[src/rtl/add_result_stage.sv]
// add_result_stage: registered adder output stage with flag derivation, result FIFO and event counters
module add_result_stage #(
  parameter int WIDTH = 32,
  parameter int DEPTH = 2,
  parameter int CNT_W = 16
) (
  input  logic             clk,
  input  logic             rst,
  input  logic             in_valid,
  output logic             in_ready,
  input  logic [WIDTH-1:0] in_sum,
  input  logic             in_cout,
  input  logic             in_a_msb,
  input  logic             in_b_msb,
  output logic             out_valid,
  input  logic             out_ready,
  output logic [WIDTH-1:0] out_sum,
  output logic             out_cout,
  output logic             out_zero,
  output logic             out_neg,
  output logic             out_ovf,
  output logic [CNT_W-1:0] res_count,
  output logic [CNT_W-1:0] ovf_count
);
  localparam int PW = $clog2(DEPTH);
  localparam int OW = PW + 1;
  localparam int EW = WIDTH + 4;
  typedef enum logic {NORMAL, FULL} mode_t;
  mode_t            mode_q, mode_d;
  logic [EW-1:0]    mem_q [DEPTH];
  logic [EW-1:0]    mem_d [DEPTH];
  logic [PW-1:0]    wr_ptr_q, wr_ptr_d, rd_ptr_q, rd_ptr_d;
  logic [OW-1:0]    occ_q, occ_d;
  logic [CNT_W-1:0] res_count_q, res_count_d, ovf_count_q, ovf_count_d;
  logic             push, pop, f_zero, f_neg, f_ovf;
  logic [EW-1:0]    entry, head;
  // Flags are derived from the adder inputs and stored alongside the sum
  always_comb begin
    f_zero = ~|in_sum;
    f_neg  = in_sum[WIDTH-1];
    f_ovf  = (in_a_msb == in_b_msb) && (in_sum[WIDTH-1] != in_a_msb);
    entry  = {in_sum, in_cout, f_zero, f_neg, f_ovf};
    head   = mem_q[rd_ptr_q];
  end
  assign in_ready  = !rst && (mode_q != FULL);
  assign out_valid = !rst && (occ_q != '0);
  assign push      = in_valid && in_ready;
  assign pop       = out_valid && out_ready;
  assign {out_sum, out_cout, out_zero, out_neg, out_ovf} = head;
  assign res_count = res_count_q;
  assign ovf_count = ovf_count_q;
  // Next-state for storage, pointers, occupancy, mode and counters
  always_comb begin
    mem_d = mem_q;
    if (push) mem_d[wr_ptr_q] = entry;
    wr_ptr_d    = push ? wr_ptr_q + PW'(1) : wr_ptr_q;
    rd_ptr_d    = pop ? rd_ptr_q + PW'(1) : rd_ptr_q;
    occ_d       = occ_q + OW'(push) - OW'(pop);
    mode_d      = (mode_q == FULL) ? (pop ? NORMAL : FULL)
                : (push && !pop && occ_q == OW'(DEPTH - 1)) ? FULL : NORMAL;
    res_count_d = res_count_q + CNT_W'(push);
    ovf_count_d = (push && f_ovf && !(&ovf_count_q)) ? ovf_count_q + CNT_W'(1) : ovf_count_q;
  end
  // State registers; reset discards all buffered entries
  always_ff @(posedge clk) begin
    if (rst) begin
      mem_q       <= '{default: '0};
      wr_ptr_q    <= '0;
      rd_ptr_q    <= '0;
      occ_q       <= '0;
      mode_q      <= NORMAL;
      res_count_q <= '0;
      ovf_count_q <= '0;
    end else begin
      mem_q       <= mem_d;
      wr_ptr_q    <= wr_ptr_d;
      rd_ptr_q    <= rd_ptr_d;
      occ_q       <= occ_d;
      mode_q      <= mode_d;
      res_count_q <= res_count_d;
      ovf_count_q <= ovf_count_d;
    end
  end
endmodule
[config.mk]
export PLATFORM = sky130hd
export DESIGN_NAME = add_result_stage
export DESIGN_NICKNAME = d
export VERILOG_FILES = /design/src/rtl/add_result_stage.sv
export SDC_FILE = /design/constraint.sdc
export NUM_CORES = 1
export LEC_CHECK = 0
export ABC_AREA = 0
export CELL_PAD_IN_SITES_DETAIL_PLACEMENT = 0
export CELL_PAD_IN_SITES_GLOBAL_PLACEMENT = 1
export CORE_ASPECT_RATIO = 0.5
export CORE_UTILIZATION = 35
export DETAILED_ROUTE_END_ITERATION = 7
export PLACE_DENSITY = 0.74
export SLEW_MARGIN = 20
export SYNTH_ARGS = -nofsm -noshare
export SYNTH_HDL_FRONTEND = slang
export SYNTH_SLANG_ARGS = --single-unit
[constraint.sdc]
create_clock -name clk -period 2.97 [get_ports clk]
set_input_delay 0.4455 -clock clk [delete_from_list [all_inputs] [get_ports clk]]
set_output_delay 0.4455 -clock clk [all_outputs]
set_load 0.01 [all_outputs]
Word-level counts from Yosys, hierarchy flattened
Cells that the tools add are included.

word-level totals
  input bits = 39
  register bits after elaboration = 109

cells by class
  muxes and demuxes = 9
  equal/unequal tests = 3
  $add $sub $neg = 6
  bitwise gates (word level) = 3
  $lt $le $gt $ge = 3
  reductions and logical operators = 17

operators by type and width
  operator               count
  $mux 36                4
  $bwmux 72              1
  $demux 36 s1           1
  $reduce_or 32->1       1
  $add 16x1->16          1
  $add 16x1->16 const B  1
  $reduce_and 16->1      1
  $logic_and 1x1->1      10
  $ge 2x2->1 const B     2
  $logic_not 1->1        4
  $not 1->2              2
  $mux 1                 3
  $add 1x1->1 const B    2
  $add 2x1->2            1
  $eq 2x1->1 const B     1
  $lt 2x1->1 const B     1
  $reduce_bool 2->1      1
  $sub 2x1->2            1
  $eq 1x1->1             1
  $ne 1x1->1             1
  $not 1->1              1

Depth between registers and ports, before layout
  depth in word-level cells = 8
  gate-level depth with buffers = 10

Worst setup path after synthesis
Ideal clock, no wire load.

  kind = input -> register
  from = input port rst
  to = register res_count_q[14] (netlist: res_count[14])
  library setup time = 70 ps
  stages = 10
  arrival = 2,414 ps
  setup slack = 485 ps
  cells stage by stage = buf_6 -> or3b_1 -> buf_2 -> clkinv_1 -> and2_1 -> ha_1 -> nand2_1 -> or3_1 -> or3_1 -> a21oi_1

on the way
  word-level cells in the longest chain between the ends = 4

ends and longest elaborated chain
  what                  line  text
  start, declared       8     input logic rst,
  $logic_not 1->1       45    assign in_ready = !rst && (mode_q != FULL);
  $logic_and 1x1->1     45
  $logic_and 1x1->1     47    assign push = in_valid && in_ready;
  via push              35    logic push, pop, f_zero, f_neg, f_ovf;
  $add 16x1->16         61    res_count_d = res_count_q + CNT_W'(push);
  end signal, assigned  80    res_count_q <= res_count_d;
  end, declared         34    logic [CNT_W-1:0] res_count_q, res_count_d, ovf_count_q, ovf_count_d;

The timed path passes the listed nets, and every way through them passes these cells.
A chain may end at the register's enable or synchronous reset.

Worst setup path in the final report
  from = input port in_sum[31]
  to = register ovf_count_q[8] (netlist: ovf_count[8])

on the way
  word-level cells in the longest chain between the ends = 4

ends and longest elaborated chain
  what                            line  text
  start, declared                 11    input logic [WIDTH-1:0] in_sum,
  $ne 1x1->1                      41    f_ovf = (in_a_msb == in_b_msb) && (in_sum[WIDTH-1] != in_a_msb);
  $logic_and 1x1->1               41
  $logic_and 1x1->1 (2 in a row)  62    ovf_count_d = (push && f_ovf && !(&ovf_count_q)) ? ovf_count_q + CNT_W'(1) : ovf_count_q;
  end signal, assigned            81    ovf_count_q <= ovf_count_d;
  end, declared                   34

Every way passes these cells.

==> impl_results.md <==
* Yosys warnings at 0
* Synth top area cells: dfxtp_1 (46%), nand2_1 (12%), mux2_2 (8.7%)
* Final wirelength at 12.02 mm
* Full die area at 13860 µm²
* Via count at 4206
* Net count, final at 707
* # rows at 29
* Setup TNS at 0 ns
* Grt ovf at 0
* Synth Flop Type: dfxtp_1
* Critical path class: primary input to flop
* Crit path time final at 2.424 ns
* Initial Util at 0.3641
* Post-synthesis mux area share at 0.08668
* Power per cell area at 490.7 nW/µm²
* Clock buffer depth at 2
* Gpl congestion at 0.7815
* Slowest stage delay, CP at 0.58 ns
* Layout Skew at 0.008811 ns
* Slew of the pin with the lowest slew margin at 0.8676 ns
* Post-synthesis net count at 608
* Global-route wire length before repair at 19.37 mm
* Synth Area in Simple Gates at 0.2421
* Asr flop ratio synth at 0
* CTS clock-pin slew for the worst setup and hold paths at 0.07 ns
* Hold crit path type: flop to flop
* CTS sink cnt at 107
* Placed Cells incl. Taps at 823
* Final Total Pwr at 3.062 mW
* Avg Cell Area, Syn at 8.278 µm²
* CTS buffer count at 9
* P_leak at 2.097 nW
* Adder-Cell Fraction of Synth Area at 0.01070
* Top cells by count, synth: nand2_1 (148), dfxtp_1 (107), a21oi_1 (51)
* Most common cell in the netlist: nand2_1
* Slew Limit Fails at 0
* Final Non-Filler Cells at 839
* Critical path launch point type: primary input
* Sequential share of the synthesized area at 0.4580
* Layout cells sized above 1 at 0.1106
* Distinct cell type count after synthesis at 45
* Slew Limit Headroom at 0.4163
* Root buffer cell: clkbuf_16
* Placed inst area at 5943 µm²
* Required time of the critical path at 3.24 ns
* Synthesized flop and latch total at 107
* CP max stage cell: clkdlybuf4s50_1
* Largest net degree at the start of global routing at 67
* Core Area at 12840 µm²
* Gate Count Post-Synth at 565
* IO Count at 109
* Final setup viols at 0
* # hold bufs at CTS at 0
* Antenna-violating nets left at 0
* Drt via density at 5.013
* Buf/Inv on CP at 2
* CP max FO at 9
* Hold Fails Final Rpt at 0
* Peak supply drop at 0.2508 mV
* Initial antenna violation count at 0
* Crit end category: flop
* DRC Markers at 12
* RSZ-0062 raised after global routing: false
* Main combinational cell family by area after synthesis: simple AND/OR/NAND/NOR gates
* Top delay family on crit path: simple AND/OR/NAND/NOR gates
* Arrival time worst endpoint at 2.70 ns
* Fmax achieved at 412.5 MHz
* Failing checks: DRC
* Crit-path cells: clkdlybuf4s50_1, nor3b_1, o2111ai_1, buf_4, or4_1, a21oi_1
* Postcts setup bufs at 0
* Antenna Cells at 0
* DR WL/cell at 14.33 µm
* Synth Area in XOR/XNOR at 0.02060
* Layout area overhead at 33.41%
* Synthesized area at 4677 µm²
* DRT iter0 DRCs at 263
* Crit share post-route at 0.8163
* Area leader, netlist: dfxtp_1
* Final core utilization at 0.4858
* 1st-pass router iterations at 6
* Number of flops mapped to enable cells by yosys at 0
* Clock Latency Late Sink at 0.34 ns
* IO Port Bufs at 108
* Via count of the first global-routing pass at 3804
* Max Cap Viol at 0
* Clock H-tree levels at 3
* Compound-gate portion of the synthesized area at 0.1453
* Chip width at 165.5 µm
* Top-area cell type share of the netlist area at 0.4580
* CTS tree: yes
* Post-CTS Resized at 0
* Total track usage at 0.1762
* Die Ht at 83.74 µm
* Outcome: complete, but fails checks
* Final HPWL DP at 8.068 mm
* Post-route cell area at 6240 µm²
## layout by cell type (no fill, tap or decap), types with 2 or more instances in the layout
cell / n
a211oi_1: 2
a21oi_1: 51
and2_1: 3
and4_1: 3
buf_4: 12
clkbuf_16: 9
clkbuf_8: 2
clkdlybuf4s50_1: 107
clkinv_4: 2
dfxtp_1: 106
ha_1: 4
inv_1: 8
inv_6: 3
mux2_2: 36
nand2_1: 148
nand3_1: 8
nand4_1: 13
nor2_1: 17
nor2b_1: 4
nor3_1: 4
nor4_1: 18
o2111ai_1: 2
o21a_1: 3
o21ai_0: 43
o31a_1: 4
o31ai_1: 8
or3_1: 10
or4_1: 7
xnor2_1: 8
xor2_1: 3
## metrics by stage
stage	setup WS (ns)	hold WS, ns
5_1_grt	0.3865	0.4717
2_1_floorplan	0.4854	0.4325
6_report	0.5455	0.4530
3_5_place_dp	0.2365	0.4452
3_3_place_gp	0.2552	0.4395
4_1_cts	0.5937	0.4547
## final timing paths
kind / startpoint / cells after the start / slack (ns) / endpoint
worst max register to register: mode_q$_SDFF_PP0_ / 8 / 0.85 / res_count[14]$_SDFF_PP0_
worst min register to register: mem_q[43]$_SDFFE_PP0P_ / 2 / 0.45 / mem_q[43]$_SDFFE_PP0P_
worst min-delay path: mem_q[43]$_SDFFE_PP0P_ / 2 / 0.45 / mem_q[43]$_SDFFE_PP0P_
worst max-delay path: in_sum[31] / 6 / 0.55 / ovf_count[8]$_SDFFE_PP0P_
## layout make-up
| class | count | area (µm²) |
|---|---|---|
| tap | 170 | 212.7 |
| clock inverter | 5 | 43.79 |
| inverter | 9 | 33.78 |
| multi-input combinational | 416 | 2367 |
| timing repair buffer | 121 | 1186 |
| fill | 1268 | 6605 |
| sequential | 107 | 2143 |
| clock buffer | 11 | 252.7 |
## worst register-to-register path, cell delays in order (launching register included)
cell	delay, ns
dfxtp_1	0.34
or3b_1	0.38
clkinv_1	0.07
and2_1	0.12
ha_1	0.18
nand2_1	0.10
or3_1	0.40
or3_1	0.35
a21oi_1	0.13
## power by group
| group | internal, mW | total, mW | leakage, nW | switching [mW] |
|---|---|---|---|---|
| sequential | 1.48 | 1.51 | 0.868 | 0.0294 |
| combinational | 0.189 | 0.374 | 1.08 | 0.185 |
| clock | 0.628 | 1.17 | 0.147 | 0.546 |
## registers in the layout (all words and copies together), names as in the netlist
name       flops
res_count     16
mem_q         70
ovf_count     16
mode_q         1
occ_q          2
wr_ptr_q       1
rd_ptr_q       1
## routing by layer
| metal | GRT usage | up-vias | part of all wire |
|---|---|---|---|
| met5 | 0 | - | 0 |
| met4 | 0.03388 | 0 | 0.0045 |
| met3 | 0.03974 | 6 | 0.044 |
| met2 | 0.2689 | 83 | 0.45 |
| met1 | 0.2529 | 1940 | 0.50 |
| li1 | - | 2177 | - |
## cells by family after synthesis
logic type,after synthesis
adder cells (fa/ha/maj),4
XOR/XNOR,11
flip-flops,107
AO/OA/AOI/OAI,120
AND/OR/NAND/NOR,245
multiplexers,36
buffers and inverters,42
No activity file was read; power rests on OpenSTA's default activity.
